[config.mk]
export PLATFORM = sky130hd
export DESIGN_NAME = pending_instr_tracker
export DESIGN_NICKNAME = d
export VERILOG_FILES = /design/src/rtl/pending_instr_tracker.sv
export SDC_FILE = /design/constraint.sdc
export NUM_CORES = 1
export LEC_CHECK = 0
export BUFFER_PORTS_ARGS = -buffer_cell sky130_fd_sc_hd__buf_4
export CAP_MARGIN = 20
export CORE_ASPECT_RATIO = 1.2
export CORE_MARGIN = 2
export CORE_UTILIZATION = 50
export CTS_BUF_LIST = sky130_fd_sc_hd__clkbuf_8
export CTS_CLUSTER_DIAMETER = 100
export CTS_CLUSTER_SIZE = 30
export DETAILED_ROUTE_END_ITERATION = 8
export MAX_ROUTING_LAYER = met4
export PLACE_DENSITY = 0.71
export SYNTH_ARGS = -nofsm -noshare
export SYNTH_HDL_FRONTEND = slang
export SYNTH_SLANG_ARGS = --single-unit
[constraint.sdc]
create_clock -name clk -period 5.05 [get_ports clk]
set_input_delay 0.505 -clock clk [delete_from_list [all_inputs] [get_ports clk]]
set_output_delay 0.505 -clock clk [all_outputs]
set_load 0.02 [all_outputs]
[src/rtl/pending_instr_tracker.sv]
// Per-warp in-flight instruction counters with a registered pending mask,
// sticky saturation/underflow flags and a single-outstanding drain handshake.
module pending_instr_tracker #(
   parameter int unsigned NUM_WARPS   = 4,
   parameter int unsigned ISSUE_WIDTH = 2,
   parameter int unsigned CTR_WIDTH   = 6,
   localparam int unsigned NW = (NUM_WARPS > 1) ? $clog2(NUM_WARPS) : 1
) (
   input  logic                            clk,
   input  logic                            reset,
   input  logic [ISSUE_WIDTH-1:0]          issue_fire,
   input  logic [ISSUE_WIDTH-1:0][NW-1:0]  issue_wid,
   input  logic [ISSUE_WIDTH-1:0]          committed,
   input  logic [ISSUE_WIDTH-1:0][NW-1:0]  committed_wid,
   output logic [NUM_WARPS-1:0]            pending,
   input  logic                            drain_valid,
   input  logic [NW-1:0]                   drain_wid,
   output logic                            drain_ready,
   output logic                            done_valid,
   output logic [NW-1:0]                   done_wid,
   output logic                            err_overflow,
   output logic                            err_underflow
);

   localparam int unsigned CW = $clog2(ISSUE_WIDTH + 1);
   localparam int unsigned SW = CTR_WIDTH + 2;
   localparam logic [CTR_WIDTH-1:0] CTR_MAX = '1;

   typedef enum logic [1:0] {IDLE, WAIT, DONE} state_t;

   state_t                                state;
   logic [NW-1:0]                         wid_r;
   logic [NUM_WARPS-1:0][CTR_WIDTH-1:0]   count_q;
   logic [NUM_WARPS-1:0][CTR_WIDTH-1:0]   count_d;
   logic [NUM_WARPS-1:0][CW-1:0]          inc_c;
   logic [NUM_WARPS-1:0][CW-1:0]          dec_c;
   logic signed [SW-1:0]                  sum_c [NUM_WARPS];
   logic [NUM_WARPS-1:0]                  ovf_c;
   logic [NUM_WARPS-1:0]                  unf_c;
   logic                                  wait_zero_c;

   // Per-warp lane population counts of issues and commits.
   always_comb begin
      inc_c = '0;
      dec_c = '0;
      for (int w = 0; w < int'(NUM_WARPS); w++) begin
         for (int l = 0; l < int'(ISSUE_WIDTH); l++) begin
            if (issue_fire[l] && (issue_wid[l] == NW'(w)))
               inc_c[w] = inc_c[w] + CW'(1);
            if (committed[l] && (committed_wid[l] == NW'(w)))
               dec_c[w] = dec_c[w] + CW'(1);
         end
      end
   end

   // Net update with clipping at both ends; same-cycle inc/dec cancel first.
   always_comb begin
      ovf_c = '0;
      unf_c = '0;
      for (int w = 0; w < int'(NUM_WARPS); w++) begin
         sum_c[w]   = $signed({2'b00, count_q[w]}) + $signed(SW'(inc_c[w]))
                      - $signed(SW'(dec_c[w]));
         count_d[w] = sum_c[w][CTR_WIDTH-1:0];
         if (sum_c[w][SW-1]) begin
            count_d[w] = '0;
            unf_c[w]   = 1'b1;
         end else if (sum_c[w] > $signed({2'b00, CTR_MAX})) begin
            count_d[w] = CTR_MAX;
            ovf_c[w]   = 1'b1;
         end
      end
   end

   // Out-of-range drain ids see zero so the handshake cannot hang.
   always_comb begin
      wait_zero_c = 1'b1;
      for (int w = 0; w < int'(NUM_WARPS); w++) begin
         if (wid_r == NW'(w))
            wait_zero_c = (count_q[w] == '0);
      end
   end

   always_ff @(posedge clk or posedge reset) begin
      if (reset) begin
         count_q       <= '0;
         pending       <= '0;
         err_overflow  <= 1'b0;
         err_underflow <= 1'b0;
      end else begin
         count_q <= count_d;
         for (int w = 0; w < int'(NUM_WARPS); w++)
            pending[w] <= (count_d[w] != '0);
         if (|ovf_c) err_overflow  <= 1'b1;
         if (|unf_c) err_underflow <= 1'b1;
      end
   end

   // Drain handshake: WAIT checks the registered count, so issues during WAIT delay completion.
   always_ff @(posedge clk or posedge reset) begin
      if (reset) begin
         state       <= IDLE;
         wid_r       <= '0;
         drain_ready <= 1'b1;
         done_valid  <= 1'b0;
         done_wid    <= '0;
      end else begin
         case (state)
            IDLE: begin
               if (drain_valid) begin
                  wid_r       <= drain_wid;
                  state       <= WAIT;
                  drain_ready <= 1'b0;
               end
            end
            WAIT: begin
               if (wait_zero_c) begin
                  state      <= DONE;
                  done_valid <= 1'b1;
                  done_wid   <= wid_r;
               end
            end
            DONE: begin
               state       <= IDLE;
               done_valid  <= 1'b0;
               drain_ready <= 1'b1;
            end
            default: begin
               state       <= IDLE;
               done_valid  <= 1'b0;
               drain_ready <= 1'b1;
            end
         endcase
      end
   end

endmodule

==> impl_results.md, run 1 <==
* Clock net sink count at 38
* Most frequent cells in the layout: inv_1 (58), ha_1 (47), dfrtp_1 (37)
* CP arrival at 3.54 ns
* Wirelength per Cell at 13.8 um
* Worst slew pin tran at 0.520 ns
* CP Launch Type: primary input
* Setup CP Type: primary input to register
* Cell accounting for the most synthesized area: dfrtp_1
* Antenna violations before repair at 0
* Placed Instance Area at 3490 um2
* I/O pin cnt at 27
* CTS Hold Bufs at 0
* Critical path depth in cells at 12
* Top cell type's share of synthesized area at 29.2%
* Synth Warn # at 0
* Yosys cell types at 45
* Met2 usage at 33.9%
* Relative slew slack at 65.2%
* Die H at 91.3 um
* Overflow after GRT at 0
* Total track usage at 20.3%
* Slowest-stage cell, CP: o311ai_4
* Fin crit period at 3.37 ns
* Req. time, crit path at 5.22 ns
* CP endpoint: err_overflow$_DFFE_PP0P_
* ANT cells at 0
* RePlAce Congestion at 0.837
* Met3 Use GR at 2.68%
* CP Max Fanout at 8
* Async SR Flop Fraction at 100%
* Reg clk slew, reported paths at 0.08 ns
* Routed Antenna Nets at 0
* Slowest stage delay, CP at 0.45 ns
* Fin cells at 449
* Via density per instance at 5.36
* Most crowded layer after global routing: met2
* CTS tree: built
* Register area share after synthesis at 30.0%
* Initial Util at 52.1%
* Clock buffers created by TritonCTS at 5
* # rows at 31
* IO Port Bufs at 26
* Clock Latency Late Sink at 0.29 ns
* Setup Skew at 0.00838 ns
* DRC viols at 0
* Largest net degree at the start of global routing at 39
* Setup TNS at 0 ns
* Placed wire-length estimate at 5.08 mm
* CP startpoint: committed_wid[3]
* Mapped Cells at 331
* 1st-pass router iterations at 4
* Outcome: finished clean
* Ys flop type: dfrtp_1
* Syn_area_per_cell at 9.59 um2
* Most area-consuming cells after synthesis: dfrtp_1 (29%), ha_1 (19%), inv_1 (6.7%), a21oi_1 (5.5%), fa_1 (5.0%)
* Final setup violation count at 0
* Post-CTS Setup Bufs at 0
* # resized after CTS at 0
* Post-Syn Area at 3170 um2
* RR Startpoint: count_q[13]$_DFF_PP0_
* Via count of the routed design at 2406
* R2R depth at 9
* Buf/Inv on CP at 2
* # nets final at 438
* Synthesized Nets at 403
* Post-Layout Inst Area at 3580 um2
* Period utilisation layout at 66.8%
* R2R setup slack at 2.01 ns
* Cell count after placement at 441
* Vias in the first global route at 2534
* H-tree Lvls at 2
* Hold Path Class: primary input to asynchronous set/reset pin
* Crit-path cells: buf_4, nor3b_1, ha_1, ha_1, inv_1, ha_1, fa_1, a211o_1, and3_1, o311ai_4, o22ai_1, or3_1
* Clock tree root driver cell: clkbuf_8
* Share of layout cells above drive strength 1 at 13.9%
* Final wirelength at 6.20 mm
* CP dominant cell by count: ha_1
* Global-route met1 utilization at 26.0%
* RSZ-0062 raised after global routing: no
* First-pass GRT wire length at 11.3 mm
* R2r endpoint: err_overflow$_DFFE_PP0P_
* Area Overhead vs Synth at 12.8%
* Number of flops mapped to enable cells by yosys at 0
* Area of the core at 6090 um2
* Max_cap viols at 0
* CP delay by family, top: adder cells
* Final Hold Fails at 0
* Seq cells post-synth at 38
* Clk buf depth at 2
* Critical path endpoint category: register
* Die width at 76.7 um
* Commonest non-fill, non-tap cell in the layout: inv_1
* Iter 0 DRT Violations at 68
* Fmax at 0.296 GHz
* Die area at 7000 um2
* Max Transition Viols Final at 0
* Post-layout util at 58.8%
==> worst min-delay path by stage <==
stage,startpoint,endpoint,slack (ns),cells past startpoint
after floorplan,state[1]$_DFFE_PP0P_,state[0]$_DFFE_PP0P_,0.43,1
after global placement,state[1]$_DFFE_PP0P_,state[0]$_DFFE_PP0P_,0.45,1
after detailed placement,drain_ready$_DFFE_PP1P_,drain_ready$_DFFE_PP1P_,0.45,2
after CTS,reset,err_underflow$_DFFE_PP0P_,0.34,3
after global routing,reset,count_q[9]$_DFF_PP0_,0.40,3
final,reset,err_underflow$_DFFE_PP0P_,0.32,3
==> synthesized netlist by cell type (3+ instances only) <==
master,count
a211o_1,3
a211oi_1,7
a21o_1,7
a21oi_1,35
a221oi_1,3
a31oi_1,3
a41oi_1,3
and3_1,6
and3b_1,6
and4_1,4
dfrtp_1,37
fa_1,8
ha_1,47
inv_1,57
mux2_2,4
nand2_1,14
nand2b_1,5
nand4_1,3
nor2_1,19
nor3b_1,7
nor4bb_1,3
o21ai_0,3
o311ai_4,3
o31ai_1,4
xnor2_1,16
==> area by class of cell <==
type,count,area (um2)
fill,563,2510
multi-input combinational,235,2000
sequential,38,952
timing repair buffer,29,218
inverter,57,214
tap,82,103
clock buffer,6,82.6
clock inverter,2,8.76
==> worst register-to-register path: cells and delay by family, from the launching register on <==
kind	cells	cell delay, ns
adder cells (fa/ha/maj)	2	1.03
AO/OA/AOI/OAI	3	0.84
AND/OR/NAND/NOR	2	0.53
flip-flops	1	0.35
buffers and inverters	2	0.16
==> metrics by stage <==
stage | hold WS (ns) | worst slack, ns
final | 0.316 | 1.68
after detailed placement | 0.451 | 1.38
after CTS | 0.341 | 1.69
after floorplan | 0.427 | 1.78
after global placement | 0.453 | 1.40
after global routing | 0.396 | 1.57
==> flip-flops by register name (all words and copies together) (netlist names) <==
| register | flops |
|---|---|
| pending | 4 |
| err_underflow | 1 |
| count_q | 24 |
| wid_r | 2 |
| err_overflow | 1 |
| done_valid | 1 |
| drain_ready | 1 |
| state | 2 |
| done_wid | 2 |
==> routing by layer <==
metal  wire length [um]  share of wire [%]  vias to the layer above
met5                  0                  0                        -
met4                 85                1.4                        0
met3                159                2.6                        7
met2               3040                 49                       37
met1               2910                 47                     1138
li1                   -                  -                     1224
==> cells by family (layout without fill, tap and decap cells) <==
logic type | count (synthesis) | after routing | share of synthesized area [%]
compound gates | 79 | 79 | 18.2
xor+xnor | 17 | 17 | 4.69
fa+ha+maj | 55 | 55 | 23.6
buf+inv | 58 | 94 | 6.86
flops | 38 | 38 | 30.0
mux | 5 | 5 | 1.73
simple gates | 79 | 79 | 15.0
Power of run 1 is left out: the tool's default activity adds up to more than one toggle a clock period on the data nets, which glitch-free logic cannot reach.
==> run 2, diff against run 1 <==
--- a/config.mk
+++ b/config.mk
@@ -15,7 +15,7 @@
 export CTS_CLUSTER_SIZE = 30
 export DETAILED_ROUTE_END_ITERATION = 8
 export MAX_ROUTING_LAYER = met4
-export PLACE_DENSITY = 0.71
+export PLACE_DENSITY = 0.73
 export SYNTH_ARGS = -nofsm -noshare
 export SYNTH_HDL_FRONTEND = slang
 export SYNTH_SLANG_ARGS = --single-unit
==> constraint.sdc (replaced) <==
create_clock -name clk -period 2.75 [get_ports clk]
set_input_delay 0.275 -clock clk [delete_from_list [all_inputs] [get_ports clk]]
set_output_delay 0.275 -clock clk [all_outputs]
set_load 0.02 [all_outputs]
==> run 2 against run 1 <==
First-iteration DRC count grew 13%. Sequential share of layout area shrank 2.3 points. Cell count grew 6.0%. Core utilization grew 5.6 points. Highest routed layer unchanged.
==> impl_results.md, run 2 (synthesis gave the netlist of run 1 again) <==
* Vias in the first global route at 2631
* Slowest stage delay, CP at 0.35 ns
* Critical path endpoint category: register
* Iter 0 DRT Violations at 77
* Setup Skew at 0.00429 ns
* Post-CTS Setup Bufs at 0
* Clock buffers created by TritonCTS at 5
* CTS Hold Bufs at 0
* Via density per instance at 5.33
* Overflow after GRT at 0
* IO Port Bufs at 26
* Fmax at 0.366 GHz
* Die area at 7000 um2
* Placed wire-length estimate at 5.34 mm
* Total track usage at 21.0%
* Critical path depth in cells at 13
* Max_cap viols at 0
* Max Transition Viols Final at 0
* R2r endpoint: err_overflow$_DFFE_PP0P_
* RR Startpoint: count_q[13]$_DFF_PP0_
* Period utilisation layout at 99.3%
* Clock tree root driver cell: clkbuf_8
* Reg clk slew, reported paths at 0.07 ns
* Largest registers: count_q x24, pending x4
* Hold WS at 0.0891 ns
* Die width at 76.7 um
* Largest Register: count_q
* Clock Latency Late Sink at 0.29 ns
* R2R depth at 9
* Largest net degree at the start of global routing at 39
* Share of layout cells above drive strength 1 at 25.1%
* CP delay by family, top: adder cells
* H-tree Lvls at 2
* Worst slew pin tran at 0.496 ns
* Req. time, crit path at 2.92 ns
* CP Launch Type: primary input
* Initial Util at 52.1%
* Routed Antenna Nets at 0
* CP endpoint: err_overflow$_DFFE_PP0P_
* Fin crit period at 2.73 ns
* Antenna violations before repair at 0
* Relative slew slack at 66.9%
* Buf/Inv on CP at 3
* Flip-flop count of the largest register after layout at 24
* Final setup violation count at 0
* Via count of the routed design at 2536
* Hold Path Class: primary input to asynchronous set/reset pin
* # nets final at 465
* Most frequent cells in the layout: inv_1 (54), buf_4 (52), ha_1 (43)
* Die H at 91.3 um
* Clock net sink count at 38
* Crit-path cells: buf_4, nor3b_4, ha_2, inv_1, ha_1, inv_2, ha_4, fa_2, a211o_1, and3_4, o311ai_4, o22ai_2, or3_1
* Setup CP Type: primary input to register
* RSZ-0062 raised after global routing: yes
* CP Max Fanout at 4
* Outcome: finished clean
* # rows at 31
* Slowest-stage cell, CP: fa_2
* DRC viols at 0
* I/O pin cnt at 27
* R2R setup slack at 0.08 ns
* CTS tree: built
* RePlAce Congestion at 0.886
* Commonest non-fill, non-tap cell in the layout: inv_1
* CP startpoint: issue_fire[0]
* Wirelength per Cell at 13.7 um
* Final wirelength at 6.54 mm
* First-pass GRT wire length at 11.6 mm
* Final Hold Fails at 0
* Area of the core at 6090 um2
* 1st-pass router iterations at 4
* ANT cells at 0
* Clk buf depth at 2
* CP arrival at 2.91 ns
* Area Overhead vs Synth at 23.5%
## run 2: cell types whose count changed in the layout (fill, tap and decap cells not counted), sizes merged
cell    change
buf        +27
clkbuf      +2
clkinv      -1
inv         -1
## run 2: tightest hold or removal path, stage by stage
cell and delay [ns]:
buf_4 0.11, inv_1 0.04, buf_4 0.40
## run 2: layer usage
layer	wire length [um]	track usage (%)
met4	59	4.70
met5	0	-
met2	3290	36.6
met1	3010	25.6
met3	179	3.18
## run 2: timing repair
action,in CTS,in global routing
pin swaps,14,4
gates cloned,0,0
endpoints found under the setup margin,1,6
resized for setup,15,3
## run 2: final cells by class
type | count | area [um2]
Multi-Input combinational cell | 235 | 2100
Inverter | 57 | 214
Fill cell | 511 | 2170
Tap cell | 82 | 103
Sequential cell | 38 | 952
Timing Repair Buffer | 56 | 439
Clock buffer | 8 | 110
## run 2: how the worst min path moves through the flow
stage                  from  slack [ns]                  endpoint  depth (start not counted)
3_5_place_dp          reset        0.42  err_overflow$_DFFE_PP0P_                          3
4_1_cts               reset        0.11      pending[3]$_DFF_PP0_                          3
6_report              reset        0.09  err_overflow$_DFFE_PP0P_                          3
3_3_place_gp          reset        0.42      pending[3]$_DFF_PP0_                          3
2_1_floorplan  drain_wid[0]        0.43      wid_r[0]$_DFFE_PP0P_                          1
5_1_grt               reset        0.15     count_q[22]$_DFF_PP0_                          3
## run 2: metrics by stage
step / setup WS, ns / instances / utilization [%] / area (um2) / setup TNS, ns
final: 0.0188 / 476 / 64.4 / 3920 / 0
after global routing: -0.0888 / 476 / 64.4 / 3920 / -0.0888
after detailed placement: -0.411 / 468 / 61.3 / 3730 / -3.45
after floorplan: -0.162 / 331 / - / 3210 / -0.162
after global placement: -0.343 / 468 / 61.3 / 3730 / -2.33
after CTS: -0.0146 / 476 / 64.1 / 3910 / -0.0146
Power of run 2 is left out for the same reason.
